<file path="src/rtl/tx_sched_pkg.sv">
// Shared types and constants for the shared-UART transmit scheduler.
package tx_sched_pkg;

    localparam int unsigned CLKS_PER_BIT      = 5208;
    localparam int unsigned FRAME_BITS        = 11;
    localparam int unsigned BYTE_W            = 8;

    localparam int unsigned DEF_NUM_REQ       = 4;
    localparam int unsigned DEF_FIFO_DEPTH    = 4;
    localparam int unsigned DEF_START_TIMEOUT = 16;

    typedef enum logic [1:0] {
        IDLE  = 2'd0,
        SEND  = 2'd1,
        DRAIN = 2'd2
    } tx_sched_state_t;

    // Index visited at step 'off' of a round-robin search that begins after 'last'.
    function automatic int unsigned rr_index(input int unsigned last,
                                             input int unsigned off,
                                             input int unsigned n);
        return (last + 1 + off) % n;
    endfunction

endpackage

</file>
<file path="src/rtl/tx_req_fifo.sv">
// Per-requester byte FIFO; full/empty come straight from the registered count.
module tx_req_fifo
    import tx_sched_pkg::*;
#(
    parameter int unsigned FIFO_DEPTH = DEF_FIFO_DEPTH
) (
    input  logic              clk,
    input  logic              rst_n,
    input  logic              wr_en,
    input  logic [BYTE_W-1:0] wr_data,
    input  logic              rd_en,
    output logic [BYTE_W-1:0] rd_data,
    output logic              empty,
    output logic              full,
    output logic              overflow
);

    localparam int unsigned PW = (FIFO_DEPTH > 1) ? $clog2(FIFO_DEPTH) : 1;
    localparam int unsigned CW = $clog2(FIFO_DEPTH + 1);

    logic [BYTE_W-1:0] mem_q [FIFO_DEPTH];
    logic [PW-1:0]     wr_ptr_q, wr_ptr_d;
    logic [PW-1:0]     rd_ptr_q, rd_ptr_d;
    logic [CW-1:0]     count_q, count_d;
    logic              overflow_q, overflow_d;
    logic              push_c, pop_c;

    assign full     = (count_q == CW'(FIFO_DEPTH));
    assign empty    = (count_q == '0);
    assign rd_data  = mem_q[rd_ptr_q];
    assign overflow = overflow_q;

    // Accept/pop qualification, pointer wrap and occupancy update.
    always_comb begin
        push_c     = wr_en && !full;
        pop_c      = rd_en && !empty;
        wr_ptr_d   = push_c ? wr_ptr_q + PW'(1) : wr_ptr_q;
        rd_ptr_d   = pop_c  ? rd_ptr_q + PW'(1) : rd_ptr_q;
        count_d    = count_q + CW'(push_c) - CW'(pop_c);
        overflow_d = wr_en && full;
    end

    // Pointer, count and overflow-pulse registers.
    always_ff @(posedge clk or negedge rst_n) begin
        if (!rst_n) begin
            wr_ptr_q   <= '0;
            rd_ptr_q   <= '0;
            count_q    <= '0;
            overflow_q <= 1'b0;
        end else begin
            wr_ptr_q   <= wr_ptr_d;
            rd_ptr_q   <= rd_ptr_d;
            count_q    <= count_d;
            overflow_q <= overflow_d;
        end
    end

    // Storage array; contents are don't-care until written.
    always_ff @(posedge clk) begin
        if (push_c) begin
            mem_q[wr_ptr_q] <= wr_data;
        end
    end

endmodule

</file>
<file path="src/rtl/tx_scheduler.sv">
// Round-robin scheduler feeding a single tx_core from NUM_REQ byte FIFOs.
module tx_scheduler
    import tx_sched_pkg::*;
#(
    parameter int unsigned NUM_REQ       = DEF_NUM_REQ,
    parameter int unsigned FIFO_DEPTH    = DEF_FIFO_DEPTH,
    parameter int unsigned START_TIMEOUT = DEF_START_TIMEOUT
) (
    input  logic                        clk,
    input  logic                        rst_n,
    input  logic [NUM_REQ-1:0]          wr_en,
    input  logic [NUM_REQ*BYTE_W-1:0]   wr_data,
    output logic [NUM_REQ-1:0]          full,
    output logic [NUM_REQ-1:0]          overflow,
    output logic                        send_data,
    output logic [BYTE_W-1:0]           data_tx,
    input  logic                        tx_busy,
    output logic [$clog2(NUM_REQ)-1:0]  grant_id,
    output logic                        start_err
);

    localparam int unsigned IDW = $clog2(NUM_REQ);
    localparam int unsigned TW  = (START_TIMEOUT > 1) ? $clog2(START_TIMEOUT) : 1;

    tx_sched_state_t   state_q, state_d;
    logic [TW-1:0]     tmo_q, tmo_d;
    logic              send_q, send_d;
    logic [BYTE_W-1:0] data_q, data_d;
    logic [IDW-1:0]    grant_q, grant_d;
    logic [IDW-1:0]    last_q, last_d;
    logic              err_q, err_d;

    logic [NUM_REQ-1:0] empty_c;
    logic [NUM_REQ-1:0] rd_en_c;
    logic [BYTE_W-1:0]  fifo_rd_data [NUM_REQ];
    logic [IDW-1:0]     cand_c;
    logic [IDW-1:0]     win_c;
    logic               any_c;

    // One FIFO per requester.
    for (genvar g = 0; g < NUM_REQ; g++) begin : g_fifo
        tx_req_fifo #(
            .FIFO_DEPTH (FIFO_DEPTH)
        ) u_fifo (
            .clk      (clk),
            .rst_n    (rst_n),
            .wr_en    (wr_en[g]),
            .wr_data  (wr_data[g*BYTE_W +: BYTE_W]),
            .rd_en    (rd_en_c[g]),
            .rd_data  (fifo_rd_data[g]),
            .empty    (empty_c[g]),
            .full     (full[g]),
            .overflow (overflow[g])
        );
    end

    // Round-robin search: first non-empty FIFO after the last granted one.
    always_comb begin
        cand_c = '0;
        win_c  = '0;
        any_c  = 1'b0;
        for (int unsigned k = 0; k < NUM_REQ; k++) begin
            cand_c = IDW'(rr_index(32'(last_q), k, NUM_REQ));
            if (!any_c && !empty_c[cand_c]) begin
                any_c = 1'b1;
                win_c = cand_c;
            end
        end
    end

    // Next-state and registered-output logic for the transmit handshake.
    always_comb begin
        state_d = state_q;
        tmo_d   = tmo_q;
        send_d  = 1'b0;
        data_d  = data_q;
        grant_d = grant_q;
        last_d  = last_q;
        err_d   = 1'b0;
        rd_en_c = '0;
        unique case (state_q)
            IDLE: begin
                if (any_c) begin
                    rd_en_c[win_c] = 1'b1;
                    data_d         = fifo_rd_data[win_c];
                    grant_d        = win_c;
                    last_d         = win_c;
                    tmo_d          = '0;
                    send_d         = 1'b1;
                    state_d        = SEND;
                end
            end
            SEND: begin
                if (tx_busy) begin
                    state_d = DRAIN;
                end else if (tmo_q == TW'(START_TIMEOUT - 1)) begin
                    // Core never answered: report and drop the byte.
                    err_d   = 1'b1;
                    state_d = DRAIN;
                end else begin
                    tmo_d  = tmo_q + TW'(1);
                    send_d = 1'b1;
                end
            end
            DRAIN: begin
                if (!tx_busy) begin
                    state_d = IDLE;
                end
            end
            default: begin
                state_d = IDLE;
            end
        endcase
    end

    // State and output registers; reset drops send_data immediately.
    always_ff @(posedge clk or negedge rst_n) begin
        if (!rst_n) begin
            state_q <= IDLE;
            tmo_q   <= '0;
            send_q  <= 1'b0;
            data_q  <= '0;
            grant_q <= '0;
            last_q  <= IDW'(NUM_REQ - 1);
            err_q   <= 1'b0;
        end else begin
            state_q <= state_d;
            tmo_q   <= tmo_d;
            send_q  <= send_d;
            data_q  <= data_d;
            grant_q <= grant_d;
            last_q  <= last_d;
            err_q   <= err_d;
        end
    end

    assign send_data = send_q;
    assign data_tx   = data_q;
    assign grant_id  = grant_q;
    assign start_err = err_q;

endmodule
</file>
<file path="config.mk">
export PLATFORM = sky130hd
export DESIGN_NAME = tx_scheduler
export DESIGN_NICKNAME = d
export VERILOG_FILES = /design/src/rtl/tx_sched_pkg.sv /design/src/rtl/tx_req_fifo.sv /design/src/rtl/tx_scheduler.sv
export SDC_FILE = /design/constraint.sdc
export NUM_CORES = 1
export LEC_CHECK = 0
export CORE_MARGIN = 5
export CORE_UTILIZATION = 60
export DETAILED_ROUTE_END_ITERATION = 8
export DONT_BUFFER_PORTS = 1
export PLACE_DENSITY = 0.76
export SLEW_MARGIN = 20
export SYNTH_ARGS = -nofsm -noshare
export SYNTH_HDL_FRONTEND = slang
export SYNTH_SLANG_ARGS = --single-unit
</file>
<file path="constraint.sdc">
create_clock -name clk -period 3.8 [get_ports clk]
set_input_delay 0.76 -clock clk [delete_from_list [all_inputs] [get_ports clk]]
set_output_delay 0.76 -clock clk [all_outputs]
set_load 0.05 [all_outputs]
</file>
==> results of run 1 <==
## placed cells by master (no fill, tap or decap), drive strengths merged, types with 3 or more instances in the layout
cell / netlist / layout
ha: 25 / 25
o21ai: 8 / 8
and2: 23 / 23
nor2b: 4 / 4
buf: 19 / 3
nor3b: 4 / 4
nor2: 10 / 10
xor2: 8 / 8
dfrtp: 50 / 50
xnor2: 14 / 14
mux4: 32 / 32
edfxtp: 128 / 128
nor3: 8 / 8
inv: 26 / 27
or2: 3 / 3
clkbuf: 4 / 18
nand3: 5 / 5
nand2b: 3 / 3
clkinv: 0 / 9
fa: 4 / 4
nand2: 18 / 18
o221ai: 8 / 8
mux2i: 16 / 16
bufinv: 0 / 4
## power by group
part / internal, mW / switching (mW) / total (mW)
Clock: 1.10 / 0.708 / 1.80
Sequential: 2.69 / 0.745 / 3.43
Combinational: 1.06 / 1.20 / 2.26
Total: 4.84 / 2.65 / 7.49
## cell families (layout without fill, tap and decap cells)
kind of cell / Yosys count / in the layout / share of synthesized area
DFF: 180 / 180 / 0.6774
muxes: 49 / 49 / 0.1179
adders and majority gates: 29 / 29 / 0.05170
buffers and inverters: 49 / 62 / 0.03013
and+or+nand+nor: 87 / 87 / 0.06982
AOI/OAI and AO/OA: 26 / 26 / 0.02767
xor gates and xnor gates: 22 / 22 / 0.02536
## through the flow
step	instances	power, mW	setup slack (ns)	util
final	627	7.492	0.5862	0.6662
after global routing	627	7.928	0.3931	0.6662
after CTS	626	7.563	0.5780	0.6654
after detailed placement	594	5.739	0.5835	0.6164
after global placement	594	5.621	0.7246	0.6164
after floorplan	442	5.162	0.8333	-
## flip-flops by register name, indices dropped and copies added (netlist names)
| signal | flops |
|---|---|
| g_fifo.u_fifo.count_q | 12 |
| data_tx | 8 |
| g_fifo.u_fifo.wr_ptr_q | 8 |
| start_err | 1 |
| tmo_q | 4 |
| send_data | 1 |
| state_q | 2 |
| g_fifo.u_fifo.mem_q | 128 |
| g_fifo.u_fifo.overflow | 4 |
| g_fifo.u_fifo.rd_ptr_q | 8 |
| last_q | 2 |
| grant_id | 2 |
## cell type report
| cell class | count | area (um2) | area share |
|---|---|---|---|
| multi-input combinational | 213 | 2232 | 0.2677 |
| inverter | 26 | 97.59 | 0.01170 |
| clock buffer | 18 | 429.2 | 0.05146 |
| tap | 172 | 215.2 | 0.02581 |
| timing repair buffer | 4 | 32.53 | 0.003901 |
| sequential | 180 | 5147 | 0.6173 |
| clock inverter | 14 | 185.2 | 0.02221 |
## how the worst max path moves through the flow
stage	slack (ns)	start	to
after global placement	0.72	g_fifo[2].u_fifo.count_q[1]	g_fifo[2].u_fifo.count_q[2]
after global routing	0.39	g_fifo[3].u_fifo.count_q[1]	g_fifo[0].u_fifo.count_q[2]
after CTS	0.58	g_fifo[2].u_fifo.count_q[1]	g_fifo[2].u_fifo.count_q[2]
final	0.59	g_fifo[3].u_fifo.count_q[1]	g_fifo[2].u_fifo.count_q[2]
after floorplan	0.83	last_q[0]	g_fifo[2].u_fifo.count_q[2]
after detailed placement	0.58	g_fifo[2].u_fifo.count_q[1]	g_fifo[2].u_fifo.count_q[2]
## worst max-delay path, cell delays in order (launching register included)
cell,delay [ns]
sky130_fd_sc_hd__dfrtp_1,0.44
sky130_fd_sc_hd__nor3_1,0.45
sky130_fd_sc_hd__o22ai_1,0.20
sky130_fd_sc_hd__nor3_2,0.36
sky130_fd_sc_hd__and2_2,0.29
sky130_fd_sc_hd__and2_1,0.20
sky130_fd_sc_hd__ha_1,0.24
sky130_fd_sc_hd__inv_1,0.06
sky130_fd_sc_hd__ha_1,0.13
sky130_fd_sc_hd__inv_1,0.05
sky130_fd_sc_hd__fa_1,0.37
sky130_fd_sc_hd__xnor2_1,0.21
sky130_fd_sc_hd__xnor2_1,0.13
## timing repair
action / 4_1_cts / 5_1_grt
gates resized for setup: 0 / 0
buffers inserted: 0 / 0
endpoints found under the hold margin: 0 / 5
hold buffers: 0 / 1
## per-layer routing
metal  vias to the layer above  track usage  part of all wire
li1                       1645            -                 -
met1                      1864       0.2511              0.40
met2                       101       0.3064              0.50
met3                        35      0.06912             0.066
met4                         0      0.09237             0.032
met5                         -            0                 0
==> results by stage, run 1 <==
Drt:
- Before antenna repair, the detailed router went through 4 iterations.
- The iteration-0 DRC count of the detailed router is 250.
- The detailed router placed 3645 vias in this run.
- The number of nets with antenna violations after detailed routing is 0.
- The routed wirelength normalized by instance count is 21.37 um.
- The final wirelength is around 13000 um.
- The total DRC errors in the routed layout is 0.
- Dividing the detail-routed via count by the number of cells gives 5.813.

Global route:
- The initial antenna violation count is 0.
- The first global-routing pass estimated approximately 21000 um of wire.
- The global routing usage summed across all routing layers is 0.1971.
- The via count of the first global-routing pass is 3927.
- For this run the aggregate overflow at the end of global routing stands at 0.
- The largest net degree at the start of global routing is 53.

Clock network:
- After clock tree synthesis, the clock-pin slew on the worst setup and hold paths is 0.07 ns.
- Buffers inserted during clock tree synthesis total 17.
- Clock tree synthesis selected as its root buffer the cell sky130_fd_sc_hd__clkbuf_16.
- The clock sink count is 180.
- The H-tree generated during clock tree synthesis spans 4 levels.
- The maximum clock insertion buffer count is 2.
- The clock network latency to the later pin of the worst-skew pair is 0.43 ns.
- The clock tree from TritonCTS is built.

Synthesis:
- The cell type with the highest aggregate area in the netlist is sky130_fd_sc_hd__edfxtp_1.
- The leading cell type by number of instances after synthesis is sky130_fd_sc_hd__edfxtp_1.
- The share of synthesized area occupied by flip-flops and latches is 0.6774.
- By count the netlist is led by sky130_fd_sc_hd__edfxtp_1 (128), sky130_fd_sc_hd__dfrtp_1 (50), sky130_fd_sc_hd__mux4_2 (32).
- The proportion of netlist area held by the largest area contributor is 0.5058.
- The netlist area before placement is 7599 um2.
- Averaged over all synthesized cells, the footprint is 17.19 um2.
- The synthesized instance count is 442.
- The synthesized design contains 128 enable-type register cells.
- In this run, synthesis produced a sequential element count of 180.
- In the synthesized netlist the async set-or-reset flop fraction comes to 0.2889.
- The warning count from the yosys run is 0.
- The synthesized netlist contains a little under 50 unique library cells.
- The post-synth net total is 510.
- By area the synthesized netlist is led by sky130_fd_sc_hd__edfxtp_1 (51%), sky130_fd_sc_hd__dfrtp_1 (16%), sky130_fd_sc_hd__mux4_2 (9.5%).
- The dominant register cell in the synthesized netlist is sky130_fd_sc_hd__edfxtp_1.

STA:
- The final-report max-slew violation count is 0.
- Setup repair after global routing left no endpoint under its margin.
- After layout, the minimum clock period comes to between 3 and 4 ns.
- The sum of negative setup slack is 0 ns.
- The final count of negative-setup-slack endpoints is 0.
- In this run the tightest slew margin relative to its limit is 0.5173.
- The fmax is around 0.31 GHz.
- For the pin with the worst max-slew slack, the measured transition is a little over 0.7 ns.
- The total count of hold-check failures in the final report was 0.
- The tightest hold path in the finished design has a slack of 0.02228 ns.
- Of the available clock period, the critical path in the final layout requires 0.8457.
- The largest clock skew in the final design is 0.006680 ns.

Placement:
- During placement, the flow inserted port buffers numbering 0.
- The post-detailed-placement cell area is about 7700 um2.
- Summed over all nets, the half-perimeter wirelength after detailed placement is 8995 um.
- The placer congestion estimate is 0.8952.

Min path:
- In this run the worst hold path is classified as primary input to async pin.

Setup path:
- The worst setup slack for register-to-register paths is 0.59 ns.
- In this run the critical register-to-register path is captured at g_fifo[2].u_fifo.count_q[2].
- The number of cells traversed by the worst register-to-register path is 12.
- The type of element launching the critical path is a flip-flop.
- The data arrival time of the critical path is 3.57 ns.
- The critical path capture point type is a flip-flop.
- The worst register-to-register path begins at g_fifo[3].u_fifo.count_q[1].
- The required time at the endpoint of the critical path is 4.15 ns.
- The highest net fanout along the worst path is 6.
- The critical path start-end classification is flip-flop to flip-flop.

Floorplan:
- For this configuration, the core starts out at a cell density of 0.6071.
- The die footprint is about 15000 um2.
- In this run the horizontal extent of the chip is 122.5 um.
- The number of placed I/O pins is 59.
- The height of the die is 122.5 um.
- The row count is between 40 and 50.
- The area of the core is 12520 um2.

Power and ir drop:
- Dividing total power by cell area gives a power density of between 800 and 900 nW/um2.
- IR analysis of the VDD net gives a maximum drop of 0.4437 mV.
- The static leakage is 3.106 nW.

Layout:
- The layout has 847 filler cells.
- Of the cells placed in the final design, the portion with a size suffix greater than 1 is 0.1824.
- The final net count is 510.
- The layout overhead on the synthesized area is 9.748%.
- The number of diodes added for antenna fixing is 0.
- The final standard cell area without fillers is 8339 um2.

Job:
- The max-cap check violation count is 0.

Status:
- The flow ran to the end, and the final reports show no timing, DRC or antenna violations.
Power figures use the tool's default switching activity.
==> run 2: changes to the inputs <==
CORE_UTILIZATION = 57   (was 60)
PLACE_DENSITY = 0.75   (was 0.76)
clock period = 2.81 ns   (was 3.8 ns; I/O delays follow)
==> run 2 against run 1 <==
Effect of this change: the run now ends with setup timing left; highest routed layer unchanged; core utilization down 0.17 points; largest power group unchanged; via count rose by 2.4%; design area rose by 4.7%; critical path type unchanged; first-iteration DRC count down 10%; global-route usage fell by 1.0 points; clock power is 29% higher; sequential power up 34%.
==> results by stage, run 2 (synthesis gave the netlist of run 1 again) <==
Layout:
- The filler cells instantiated in the layout total 877.
- The share of final-layout standard cells stronger than drive strength 1 is 0.2933.
- The number of antenna diodes in the final layout is 0.
- The final net count is 546.
- Across the whole layout, storage elements account for 5149 um2.
- After routing the design area is 8731 um2.
- More flip-flops sit in one register than any other, and that register is g_fifo.u_fifo.mem_q.
- The largest registers in the layout are g_fifo.u_fifo.mem_q x128, g_fifo.u_fifo.count_q x12.
- The combined area of the multi-input logic cells is 2351 um2.
- The number of flip-flops under the largest register name is between 100 and 150.
- The library cells used most frequently in the layout, excluding fill and tap cells, are sky130_fd_sc_hd__edfxtp_1 (128), sky130_fd_sc_hd__dfrtp_1 (49), sky130_fd_sc_hd__buf_4 (37).
- Leaving out fill and tap cells, the most frequent cell in the layout is sky130_fd_sc_hd__edfxtp_1.
- From synthesis to final layout, the design area changed by 14.90%.

Placement:
- OpenSTA, run right after detailed placement, puts the worst setup slack at -0.02997 ns.
- The placer congestion estimate is 0.7927.
- Detailed placement finished with a half-perimeter wire length of 9574 um.
- The number of I/O port buffers is 0.
- Once placement finished, the instance area stood at 7985 um2.

STA:
- Based on the critical path, the design can be clocked at up to 0.3543 GHz.
- The smallest setup slack after layout is -0.01260 ns.
- Summed over all failing endpoints, the final setup total negative slack is -0.02059 ns.
- The clock period minus final worst setup slack is 2.823 ns.
- Across the routed clock network, the largest skew measured is 0.01037 ns.
- The final-report max-slew violation count was 0.
- Measured against its own limit, the worst slew margin works out to 0.5433.
- The final count of negative-setup-slack endpoints is 2.
- Setup repair after global routing could not meet its margin everywhere.
- Of the available clock period, the critical path in the final layout requires 1.004.
- Final hold analysis gives a worst-case slack of 0.2085 ns.
- The transition time at the pin with the least slew margin is around 0.68 ns.
- The total count of hold-check failures in the final report came to 0.

Drt:
- The routed wirelength normalized by instance count is between 20 and 25 um.
- The total via count after detailed routing is around 3700.
- The first detailed-routing pass took 4 iterations.
- Once detail routing completed, the nets flagged for antenna violations numbered 0.
- In the routed design, unresolved DRC markers number 0.
- In the routed layout, each cell is associated on average with a via count of 5.597.
- The iteration-0 DRC count of the detailed router is 225.
- The final wirelength is roughly 14000 um.

Status:
- The flow ran to the end, but the final reports show violations.
- The final reports fail on setup timing.

Clock network:
- In this run the number of H-tree levels came out at 4.
- The number of CTS-inserted buffers is 17.
- Clock-pin slew was measured on the worst setup and hold paths at roughly 0.07 ns.
- Clock latency on the worst-skew pair, taken at its later pin, is 0.43 ns.
- For this design, the sink count on the clock tree is 180.
- The tree is rooted in a sky130_fd_sc_hd__clkbuf_16.
- The maximum clock insertion buffer count is 2.
- TritonCTS built the clock tree.

Global route:
- The initial antenna violation count is 0.
- Across every metal layer, demand over resource in global routing totals 0.1871.
- Entering global routing, the biggest net connects 53 pins.
- The overflow left after global routing is 0.
- The via count of the first global-routing pass is around 4100.
- The global-route wire length before repair is between 20000 and 25000 um.

Power and ir drop:
- Dividing total power by cell area gives a power density of 1226 nW/um2.
- Summed over all cells, the static leakage comes to 3.300 nW.
- The highest ir drop seen on vdd is 0.5685 mV.

Floorplan:
- The height of the die is 125.5 um.
- The row count is 42.
- The die covers 15740 um2.
- The area of the core is 13140 um2.
- The initial utilization of the core area, before any placement, comes to 0.5784.
- From left edge to right edge, the die measures 125.5 um.
- 59 I/O pins were placed.

Setup path:
- The data arrival time of the critical path is 3.13 ns.
- The worst register-to-register path ends at g_fifo[2].u_fifo.count_q[2].
- The type of element launching the critical path is a flip-flop.
- The number of cells traversed by the worst register-to-register path is 13.
- The critical path start-end classification is flip-flop to flip-flop.
- The required time at the endpoint of the critical path is 3.12 ns.
- The critical path capture point type is a flip-flop.
- Along the worst path, the maximum fanout reaches 4.
- The setup check on the worst reg-to-reg path leaves a slack of -0.01 ns.
- The most critical setup path has its endpoint at g_fifo[2].u_fifo.count_q[2].
- The worst register-to-register path begins at g_fifo[2].u_fifo.count_q[0].
- The origin of the worst setup path is g_fifo[2].u_fifo.count_q[0].

Job:
- Max-cap violations in this run came to 0.

Min path:
- In this run the worst hold path is classified as primary input to flip-flop.
==> run 2: cell types whose count changed in the layout (fill, tap and decap cells not counted), sizes merged <==
cell	delta
clkbuf	-1
inv	+9
clkinv	-6
buf	+36
clkinvlp	+1
bufinv	-3
==> run 2: area by class of cell <==
type                       instances  area share
sequential                       180      0.5897
multi-input combinational        213      0.2693
tap                              176     0.02522
clock inverter                    15     0.01820
timing repair buffer              40     0.03740
inverter                          26     0.01146
clock buffer                      17     0.04872
==> run 2: stage by stage <==
step                utilization  std cells  total power, mW
global route             0.6646        667            11.34
floorplan                     -        442            7.143
detailed placement       0.6078        622            8.216
CTS                      0.6592        662            10.68
global placement         0.6078        622            8.061
finish                   0.6646        667            10.70
==> run 2: critical path, stage by stage, from the launching register on <==
cell	delay, ns
sky130_fd_sc_hd__dfrtp_1	0.38
sky130_fd_sc_hd__or3_4	0.42
sky130_fd_sc_hd__nor4_4	0.29
sky130_fd_sc_hd__buf_4	0.18
sky130_fd_sc_hd__a311oi_4	0.09
sky130_fd_sc_hd__and2_4	0.18
sky130_fd_sc_hd__and2_4	0.14
sky130_fd_sc_hd__ha_4	0.21
sky130_fd_sc_hd__inv_4	0.05
sky130_fd_sc_hd__ha_4	0.11
sky130_fd_sc_hd__inv_2	0.03
sky130_fd_sc_hd__fa_2	0.34
sky130_fd_sc_hd__xnor2_2	0.15
sky130_fd_sc_hd__xnor2_1	0.12
==> run 2: worst min path at each step <==
stage               startpoint                         to  cells after the start  slack (ns)
floorplan                rst_n                 data_tx[0]                      0        0.27
global placement         rst_n  g_fifo[1].u_fifo.overflow                      0        0.27
detailed placement       rst_n                  start_err                      0        0.27
CTS                    tx_busy                  start_err                      1        0.19
global route           tx_busy                  start_err                      1        0.18
finish                 tx_busy                  start_err                      1        0.21
==> run 2: per-layer routing <==
metal,track usage,wire length [um],vias to the layer above
met4,0.05931,209,0
met1,0.2348,5649,1913
met2,0.3096,7165,83
met5,0,0,-
li1,-,-,1725
met3,0.06354,747,12
==> run 2: report_power, final <==
part	switching (mW)	total, mW	internal, mW
combinational	1.88	3.79	1.91
sequential	0.959	4.59	3.63
clock	1.06	2.33	1.26
==> run 2: timing repair <==
action,in CTS,in global routing
buffers inserted,6,5
hold endpoints to repair,52,0
gates resized for setup,2,8
hold buffers,2,0
setup endpoints to repair,3,8
pin swaps,11,7
